--- config.mk ---
export PLATFORM = sky130hd
export DESIGN_NAME = pipe_ctrl_flat
export DESIGN_NICKNAME = d
export VERILOG_FILES = /design/src/rtl/pipe_ctrl_if.sv /design/src/rtl/pipe_ctrl.sv /design/src/flat_wrapper.sv
export SDC_FILE = /design/constraint.sdc
export NUM_CORES = 1
export LEC_CHECK = 0
export CAP_MARGIN = 25
export CORE_ASPECT_RATIO = 1.75
export CORE_MARGIN = 1.5
export CORE_UTILIZATION = 42
export CTS_CLUSTER_SIZE = 14
export DETAILED_ROUTE_END_ITERATION = 16
export PLACE_DENSITY = 0.87
export SETUP_SLACK_MARGIN = 0.5
export SKIP_CTS_REPAIR_TIMING = 1
export SYNTH_ARGS = -nofsm -noshare
export SYNTH_HDL_FRONTEND = slang
export SYNTH_SLANG_ARGS = --single-unit
--- constraint.sdc ---
create_clock -name clk -period 2.1 [get_ports clk]
set_input_delay 0.21 -clock clk [delete_from_list [all_inputs] [get_ports clk]]
set_output_delay 0.21 -clock clk [all_outputs]
set_load 0.005 [all_outputs]
--- src/rtl/pipe_ctrl_if.sv ---
// pipe_ctrl_if -- pipeline control bundle between the pipeline datapath and
// the pipeline controller (pipe_ctrl).
//
// Parameter:
//   CNT_W  width of each performance counter
//
// Signals:
//   hazard, branch_taken, mem_req, sram_ready, clr_cnt  -> controller inputs
//   freeze_IF, flush_IF, flush_ID, freeze_all           <- pipeline controls
//   mem_timeout                                         <- sticky timeout error
//   stall_cnt, flush_cnt, wait_cnt_perf                 <- performance counters
//
// Modports:
//   master  pipeline side (drives the requests, receives the controls)
//   slave   controller side (pipe_ctrl)
interface pipe_ctrl_if #(
  parameter int CNT_W = 16
);
  logic             hazard;
  logic             branch_taken;
  logic             mem_req;
  logic             sram_ready;
  logic             clr_cnt;
  logic             freeze_IF;
  logic             flush_IF;
  logic             flush_ID;
  logic             freeze_all;
  logic             mem_timeout;
  logic [CNT_W-1:0] stall_cnt;
  logic [CNT_W-1:0] flush_cnt;
  logic [CNT_W-1:0] wait_cnt_perf;

  modport master (
    output hazard, branch_taken, mem_req, sram_ready, clr_cnt,
    input  freeze_IF, flush_IF, flush_ID, freeze_all, mem_timeout,
    input  stall_cnt, flush_cnt, wait_cnt_perf
  );

  modport slave (
    input  hazard, branch_taken, mem_req, sram_ready, clr_cnt,
    output freeze_IF, flush_IF, flush_ID, freeze_all, mem_timeout,
    output stall_cnt, flush_cnt, wait_cnt_perf
  );
endinterface

--- src/rtl/pipe_ctrl.sv ---
// pipe_ctrl -- pipeline stall/flush/freeze controller with MEM-stage timeout.
//
// Freezes the whole pipeline while the MEM stage waits on the SRAM, stalls
// IF/ID on RAW hazards, flushes on taken branches, and traps into a sticky
// error state when a single memory wait lasts MAX_WAIT cycles.
//
// Parameters:
//   MAX_WAIT  consecutive MEM wait cycles that trigger the timeout
//   CNT_W     performance counter width
//
// Ports:
//   clk   clock, rising edge
//   rst   asynchronous active-low reset
//   bus   pipe_ctrl_if.slave (requests in, pipeline controls and counters out)
//
// Build option:
//   PIPE_PERF_CNT_EN  when defined, implements the saturating stall / flush /
//                     freeze-cycle counters; otherwise the counter outputs
//                     are tied to zero and clr_cnt is ignored.
module pipe_ctrl #(
  parameter int MAX_WAIT = 255,
  parameter int CNT_W    = 16
) (
  input logic         clk,
  input logic         rst,
  pipe_ctrl_if.slave  bus
);

  localparam int WAIT_W = (MAX_WAIT < 2) ? 1 : $clog2(MAX_WAIT + 1);
  localparam logic [WAIT_W-1:0] MAX_WAIT_C = WAIT_W'(MAX_WAIT);
  localparam logic [WAIT_W-1:0] ONE_C      = WAIT_W'(1);

  typedef enum logic [1:0] {
    RUN      = 2'd0,
    MEM_WAIT = 2'd1,
    ERR      = 2'd2
  } state_t;

  state_t            state_r;
  logic [WAIT_W-1:0] wait_cnt_r;
  logic              mem_timeout_r;

  logic              mem_busy_s;
  logic              freeze_all_s;
  logic              freeze_if_s;
  logic              flush_if_s;
  logic              flush_id_s;
  logic [WAIT_W-1:0] wait_inc_s;

  // Pipeline control decode; a freeze masks hazard/branch, which the
  // upstream units keep presenting until the freeze is lifted.
  always_comb begin
    mem_busy_s   = bus.mem_req & ~bus.sram_ready;
    freeze_all_s = 1'b0;
    freeze_if_s  = 1'b0;
    flush_if_s   = 1'b0;
    flush_id_s   = 1'b0;
    if (state_r == ERR) begin
      freeze_all_s = 1'b1;
    end else begin
      freeze_all_s = mem_busy_s;
      freeze_if_s  = bus.hazard & ~bus.branch_taken & ~mem_busy_s;
      flush_if_s   = bus.branch_taken & ~mem_busy_s;
      flush_id_s   = (bus.branch_taken | bus.hazard) & ~mem_busy_s;
    end
  end

  assign wait_inc_s = wait_cnt_r + ONE_C;

  // Wait-tracking FSM: wait_cnt holds the number of wait cycles seen so far;
  // reaching MAX_WAIT moves to ERR, which only reset can leave.
  always_ff @(posedge clk or negedge rst) begin
    if (!rst) begin
      state_r       <= RUN;
      wait_cnt_r    <= {WAIT_W{1'b0}};
      mem_timeout_r <= 1'b0;
    end else begin
      case (state_r)
        RUN: begin
          if (mem_busy_s) begin
            wait_cnt_r <= ONE_C;
            if (MAX_WAIT_C == ONE_C) begin
              state_r       <= ERR;
              mem_timeout_r <= 1'b1;
            end else begin
              state_r <= MEM_WAIT;
            end
          end else begin
            wait_cnt_r <= {WAIT_W{1'b0}};
          end
        end
        MEM_WAIT: begin
          if (!mem_busy_s) begin
            state_r    <= RUN;
            wait_cnt_r <= {WAIT_W{1'b0}};
          end else begin
            wait_cnt_r <= wait_inc_s;
            if (wait_inc_s == MAX_WAIT_C) begin
              state_r       <= ERR;
              mem_timeout_r <= 1'b1;
            end
          end
        end
        ERR: begin
          mem_timeout_r <= 1'b1;
        end
        default: begin
          state_r       <= RUN;
          wait_cnt_r    <= {WAIT_W{1'b0}};
          mem_timeout_r <= 1'b0;
        end
      endcase
    end
  end

  assign bus.freeze_IF   = freeze_if_s;
  assign bus.flush_IF    = flush_if_s;
  assign bus.flush_ID    = flush_id_s;
  assign bus.freeze_all  = freeze_all_s;
  assign bus.mem_timeout = mem_timeout_r;

`ifdef PIPE_PERF_CNT_EN
  localparam logic [CNT_W-1:0] CNT_MAX_C = {CNT_W{1'b1}};
  localparam logic [CNT_W-1:0] CNT_ONE_C = CNT_W'(1);

  logic [CNT_W-1:0] stall_cnt_r;
  logic [CNT_W-1:0] flush_cnt_r;
  logic [CNT_W-1:0] wait_perf_r;

  // Saturating performance counters; clr_cnt wins over increment.
  always_ff @(posedge clk or negedge rst) begin
    if (!rst) begin
      stall_cnt_r <= {CNT_W{1'b0}};
      flush_cnt_r <= {CNT_W{1'b0}};
      wait_perf_r <= {CNT_W{1'b0}};
    end else if (bus.clr_cnt) begin
      stall_cnt_r <= {CNT_W{1'b0}};
      flush_cnt_r <= {CNT_W{1'b0}};
      wait_perf_r <= {CNT_W{1'b0}};
    end else begin
      if (freeze_if_s && (stall_cnt_r != CNT_MAX_C)) begin
        stall_cnt_r <= stall_cnt_r + CNT_ONE_C;
      end
      if (flush_if_s && (flush_cnt_r != CNT_MAX_C)) begin
        flush_cnt_r <= flush_cnt_r + CNT_ONE_C;
      end
      if (freeze_all_s && (wait_perf_r != CNT_MAX_C)) begin
        wait_perf_r <= wait_perf_r + CNT_ONE_C;
      end
    end
  end

  assign bus.stall_cnt     = stall_cnt_r;
  assign bus.flush_cnt     = flush_cnt_r;
  assign bus.wait_cnt_perf = wait_perf_r;
`else
  logic clr_cnt_unused_s;

  assign clr_cnt_unused_s  = bus.clr_cnt;
  assign bus.stall_cnt     = {CNT_W{1'b0}};
  assign bus.flush_cnt     = {CNT_W{1'b0}};
  assign bus.wait_cnt_perf = {CNT_W{1'b0}};
`endif

endmodule

--- src/flat_wrapper.sv ---
// flat-port wrapper written by rule: the top's interface ports become plain ports
module pipe_ctrl_flat 
#(
  parameter int MAX_WAIT = 255,
  parameter int CNT_W    = 16
)
  (clk, rst, bus_hazard, bus_branch_taken, bus_mem_req, bus_sram_ready, bus_clr_cnt, bus_freeze_IF, bus_flush_IF, bus_flush_ID, bus_freeze_all, bus_mem_timeout, bus_stall_cnt, bus_flush_cnt, bus_wait_cnt_perf);
  pipe_ctrl_if #(.CNT_W(CNT_W)) bus_i ();
  input logic clk;
  input logic rst;
  input wire logic [$bits(bus_i.hazard)-1:0] bus_hazard;
  input wire logic [$bits(bus_i.branch_taken)-1:0] bus_branch_taken;
  input wire logic [$bits(bus_i.mem_req)-1:0] bus_mem_req;
  input wire logic [$bits(bus_i.sram_ready)-1:0] bus_sram_ready;
  input wire logic [$bits(bus_i.clr_cnt)-1:0] bus_clr_cnt;
  output wire logic [$bits(bus_i.freeze_IF)-1:0] bus_freeze_IF;
  output wire logic [$bits(bus_i.flush_IF)-1:0] bus_flush_IF;
  output wire logic [$bits(bus_i.flush_ID)-1:0] bus_flush_ID;
  output wire logic [$bits(bus_i.freeze_all)-1:0] bus_freeze_all;
  output wire logic [$bits(bus_i.mem_timeout)-1:0] bus_mem_timeout;
  output wire logic [$bits(bus_i.stall_cnt)-1:0] bus_stall_cnt;
  output wire logic [$bits(bus_i.flush_cnt)-1:0] bus_flush_cnt;
  output wire logic [$bits(bus_i.wait_cnt_perf)-1:0] bus_wait_cnt_perf;
  assign bus_i.hazard = bus_hazard;
  assign bus_i.branch_taken = bus_branch_taken;
  assign bus_i.mem_req = bus_mem_req;
  assign bus_i.sram_ready = bus_sram_ready;
  assign bus_i.clr_cnt = bus_clr_cnt;
  assign bus_freeze_IF = bus_i.freeze_IF;
  assign bus_flush_IF = bus_i.flush_IF;
  assign bus_flush_ID = bus_i.flush_ID;
  assign bus_freeze_all = bus_i.freeze_all;
  assign bus_mem_timeout = bus_i.mem_timeout;
  assign bus_stall_cnt = bus_i.stall_cnt;
  assign bus_flush_cnt = bus_i.flush_cnt;
  assign bus_wait_cnt_perf = bus_i.wait_cnt_perf;
  pipe_ctrl #(.MAX_WAIT(MAX_WAIT), .CNT_W(CNT_W)) u_core (.clk(clk), .rst(rst), .bus(bus_i));
endmodule
Word level (Yosys, flattened, before mapping):

Index checks and enable logic that the tools add are counted.

* add/subtract/negate cells: 1
* $mul: 0
* divide/modulo/power cells: 0
* magnitude comparators: 0
* equality and inequality tests: 7
* shift-type cells: 0
* mux-type cells: 14
* bitwise gates (word level): 11
* reductions and logical operators: 3

Operators with widths (number)
* $pmux 8 s3: 1
* $add 8x1->8 const B: 1
* $eq 8x8->1 const B: 1
* $mux 8: 1
* $mux 1: 7
* $mux 2: 3
* $ne 2x1->1 const B: 3
* $pmux 2 s3: 1
* $reduce_and 3->1: 2
* $and 1x1->1: 5
* $not 1->1: 5
* $ne 3x3->1 const B: 1
* $pmux 1 s3: 1
* $eq 2x1->1 const B: 1
* $eq 2x2->1 const B: 1
* $logic_not 2->1: 1
* $or 1x1->1: 1

* register bits after elaboration: 11
* latch bits: 0
* memory bits (writable): 0
* memory bits (read-only): 0
* bits of input ports: 7
* output and inout port bits: 53
* word-level logic and storage cells: 39
* memories: 0

Depth between registers and ports, before layout:

* word-level depth: 5
* depth in mapped cells: 8
* depth with buffers taken out: 7

Worst setup path after synthesis:

OpenSTA, ideal clock, no wires.

* path type: register to register
* start point: register u_core.state_r[1]
* end point: register u_core.wait_cnt_r[3]
* setup time: 0.095 ns
* data arrival time: 1.322 ns
* required time: 2.005 ns
* path slack: 0.683 ns
* cell stages (with the launch flop): 9
* path buffers: 2
* clock period less this slack: 1.417 ns
* cells stage by stage: dfrtp_1 inv_1 ha_1 clkbuf_1 nand3b_1 buf_4 nor2_1 o21ai_0 o31ai_1

* longest elaborated chain between the ends: 2
* elaborated cells on any way between the ends: 4
* classes of those cells: eq/ne (2); mux (1); reduce/logical (1)

Ends and longest elaborated chain
* from (decl): RTL line pipe_ctrl.sv:39 `state_t state_r;`
* from (signal assigned): RTL line pipe_ctrl.sv:74 `state_r <= RUN;`
* from (signal assigned): RTL line pipe_ctrl.sv:83 `state_r <= ERR;`
* from (signal assigned): RTL line pipe_ctrl.sv:86 `state_r <= MEM_WAIT;`
* $eq 2x2->1 (tied with other cells): RTL line pipe_ctrl.sv:78 `case (state_r)`
* $pmux 8 s3: RTL line pipe_ctrl.sv:78
* to (signal assigned): RTL line pipe_ctrl.sv:75 `wait_cnt_r <= {WAIT_W{1'b0}};`
* to (signal assigned): RTL line pipe_ctrl.sv:89 `wait_cnt_r <= {WAIT_W{1'b0}};`
* to (signal assigned): RTL line pipe_ctrl.sv:95 `wait_cnt_r <= {WAIT_W{1'b0}};`
* to (decl): RTL line pipe_ctrl.sv:40 `logic [WAIT_W-1:0] wait_cnt_r;`

Parallel ways exist; a longest one is shown, timed or not.
A chain may end at the register's enable or synchronous reset.

Final worst setup path:

* start point: register u_core.state_r[0]
* end point: output bus_freeze_IF

* longest elaborated chain between the ends: 2

Ends and longest elaborated chain
* $eq 2x2->1: RTL line pipe_ctrl.sv:58 `if (state_r == ERR) begin`
* $mux 1: RTL line pipe_ctrl.sv:58
* to (decl): RTL line flat_wrapper.sv:16 `output wire logic [$bits(bus_i.freeze_IF)-1:0] bus_freeze_IF;`

No other way between the ends.

==> results_dict.tcl <==
set metrics [dict create \
    io_buffers 10 \
    p_leak_nw 0.551 \
    worstMarginPinSlew_ns 0.529 \
    crit_fanout 4 \
    dieArea_sq_um 2990 \
    timing.final.crit_share 0.766 \
    antenna_found_initial 0 \
    end_kind "output pin" \
    worstPathArrival_ns 1.40 \
    dp.final_hpwl_um 1410 \
    syn_area_sq_um 1120 \
    grt_pass1_vias 714 \
    fin_skew_ns 0.00179 \
    path_depth 5 \
    start_util 0.443 \
    grt_pass1_wl_um 2880 \
    cts.sinks 11 \
    yosysSeqAreaShare 0.246 \
    route.detailed.drc 0 \
    worstSetupPathType "register to output pin" \
    final.setup.tns_ns 0 \
    wirelength_um 1820 \
    ir_drop_mv 0.468 \
    rr_worst_depth 8 \
    hold_viol 0 \
    holdCritPathClass "input port to async pin" \
    vias 823 \
    crit_path_top_delay_cell "dfrtp_1" \
    status "complete, no violations" \
    root_buffer "clkbuf_8" \
    clk_pin_slew_ns 0.05 \
    grt_usage 0.125 \
    layoutNonFillerInstCount 178 \
    viasPerCell 4.62 \
    rrSetupSlack_ns 0.55 \
    crit_required_ns 1.89 \
    drive_above_1_share 0.145 \
    cp-start-kind "register" \
    cts_max_level 1 \
    avgSynthCellArea_sq_um 8.10 \
    grt_setup_unrepaired "yes" \
    design_area_sq_um 1140 \
    postSynthCellCount 138 \
    hold_slack_ns 0.317 \
    slowest_delay_ns 0.41 \
    diodes 0 \
    chipHeight_um 71.2 \
    dp_cells 171 \
    cts_buffers 3 \
    grt-ovfl-total 0 \
    period_needed_ns 1.61 \
    cts.path.max_buffers 2 \
    gp_congestion 0.765 \
    worstSetupEndpoint "bus_freeze_IF" \
    crit_family "flip-flops" \
    rows 24 \
    cts_tree "done" \
    crit_start "u_core.state_r[0]$_DFFE_PN0P_" \
    worst-path-buf-inv 2 \
    drtIter0Drc 24 \
    r2r_start "u_core.state_r[0]$_DFFE_PN0P_" \
    clk-insertion-delay-late_ns 0.24 \
    drt_first_pass_iters 4 \
    max_cap_viol_count 0 \
    placed_area_sq_um 1060 \
    drv_slew 0 \
    powerDensity_nw_per_um2 645 \
    grt_start_max_net_pins 14 \
    max_freq_ghz 0.622 \
    ys_ff_latch 11 \
    syn_to_final_growth_pct 2.24 \
    preCtsSetupSlack_ns 0.133 \
    die_w_um 42.0 \
    setup_viol 0 \
    timing.rr.end "u_core.wait_cnt_r[3]$_DFFE_PN0N_" \
    ios 60 \
    coreArea_sq_um 2520 \
    ys.warnings.count 0 \
    nNetsFinal 165 \
    postRouteAntennaNets 0 \
    worst_slack_ns 0.492 \
    relSlewSlack 0.646 \
    wl_per_cell_um 10.2 \
    yosysUniqueCellTypes 29 \
    fillers 261 \
    path_cells "inv_2 > ha_4 > or2_4 > nor3b_2 > buf_2" \
]
-- cells in the final DEF, fill, tap and decap left out, types with 2 or more instances in the layout --
cell	instances
xnor2_1	2
o21ai_0	8
dfrtp_1	9
clkbuf_8	3
nand2_1	7
o211ai_1	2
o31ai_1	3
clkbuf_2	2
nand3_2	2
nand3b_1	3
inv_1	3
ha_1	3
nand3_1	6
dfrtp_2	2
conb_1	48
o21ai_1	4
nand2b_1	2
buf_4	4
clkdlybuf4s50_1	6
nor2b_1	4
nor2_1	11
-- layout make-up --
type | count | area, sq um | share of cell area
multi-input combinational | 118 | 643 | 0.563
tap | 26 | 32.5 | 0.0285
clock buffer | 4 | 45.0 | 0.0394
inverter | 4 | 15.0 | 0.0131
timing repair buffer | 15 | 129 | 0.113
sequential | 11 | 278 | 0.243
-- power breakdown --
part,internal [mW],leakage [nW],switching (mW)
clock,0.134,0.0228,0.0841
sequential,0.235,0.145,0.0268
combinational,0.120,0.384,0.137
total,0.489,0.551,0.248
-- kinds of logic (layout without fill, tap and decap cells) --
kind of cell | after synthesis | in the layout | share of synthesized area
buffers and inverters | 56 | 23 | 0.356
adders and majority gates | 5 | 5 | 0.0560
and+or+nand+nor | 42 | 42 | 0.208
AOI/OAI and AO/OA | 21 | 21 | 0.114
other | 1 | 48 | 0.00336
xor gates and xnor gates | 2 | 2 | 0.0157
DFF | 11 | 11 | 0.246
-- worst reg2reg max path, stage by stage (launching register included) --
cell,delay (ns)
dfrtp_1,0.42
inv_2,0.11
ha_4,0.14
buf_4,0.17
nand3b_1,0.15
buf_6,0.15
nor2_1,0.05
o21ai_0,0.15
o31ai_1,0.10
-- synthesized netlist by cell type --
cell | number | share of area
o31ai_1 | 3 | 0.020
nand2b_1 | 2 | 0.011
a21oi_2 | 1 | 0.0078
nor4b_2 | 1 | 0.013
a21oi_1 | 1 | 0.0045
nor2b_1 | 4 | 0.022
o211ai_1 | 2 | 0.013
a21o_1 | 1 | 0.0067
o21ai_0 | 9 | 0.040
buf_4 | 50 | 0.34
xnor2_1 | 2 | 0.016
nand3b_1 | 3 | 0.020
nor2_1 | 11 | 0.037
o21ai_1 | 3 | 0.013
a221oi_1 | 1 | 0.0078
inv_1 | 4 | 0.013
nand4_1 | 1 | 0.0056
and2_1 | 1 | 0.0056
nand3_2 | 2 | 0.018
and3_1 | 1 | 0.0056
or2_2 | 1 | 0.0056
nor3b_1 | 1 | 0.0067
or2b_1 | 1 | 0.0067
nand2_1 | 7 | 0.024
ha_1 | 5 | 0.056
dfrtp_1 | 11 | 0.25
conb_1 | 1 | 0.0034
clkbuf_1 | 2 | 0.0067
nand3_1 | 6 | 0.027
-- worst min path at each step --
| stage | end | start | depth (start not counted) | slack, ns |
|---|---|---|---|---|
| 3_5_place_dp | u_core.wait_cnt_r[7]$_DFFE_PN0N_ | u_core.wait_cnt_r[7]$_DFFE_PN0N_ | 2 | 0.53 |
| 2_1_floorplan | u_core.bus.mem_timeout$_DFFE_PN0P_ | rst | 0 | -0.09 |
| 3_3_place_gp | u_core.wait_cnt_r[7]$_DFFE_PN0N_ | u_core.wait_cnt_r[7]$_DFFE_PN0N_ | 2 | 0.52 |
| 6_report | u_core.wait_cnt_r[2]$_DFFE_PN0N_ | rst | 1 | 0.32 |
| 5_1_grt | u_core.wait_cnt_r[3]$_DFFE_PN0N_ | rst | 1 | 0.35 |
| 4_1_cts | u_core.wait_cnt_r[3]$_DFFE_PN0N_ | rst | 1 | 0.34 |
-- flip-flops by register name (all words and copies together) (netlist names) --
name                    cells
u_core.bus.mem_timeout      1
u_core.state_r              2
u_core.wait_cnt_r           8
-- layer usage --
| metal | up-vias | global-route usage | wire (um) |
|---|---|---|---|
| met5 | - | 0 | 0 |
| met4 | 0 | 0.0645 | 29 |
| met3 | 4 | 0.0252 | 122 |
| met2 | 45 | 0.234 | 1010 |
| met1 | 388 | 0.127 | 658 |
| li1 | 386 | - | - |
-- per-stage QoR --
step           power (mW)  utilization
6_report            0.737        0.453
5_1_grt             0.781        0.453
4_1_cts             0.703        0.438
3_5_place_dp        0.484        0.420
3_3_place_gp        0.476        0.420
2_1_floorplan       0.478            -
(Power assumes the default switching activity.)
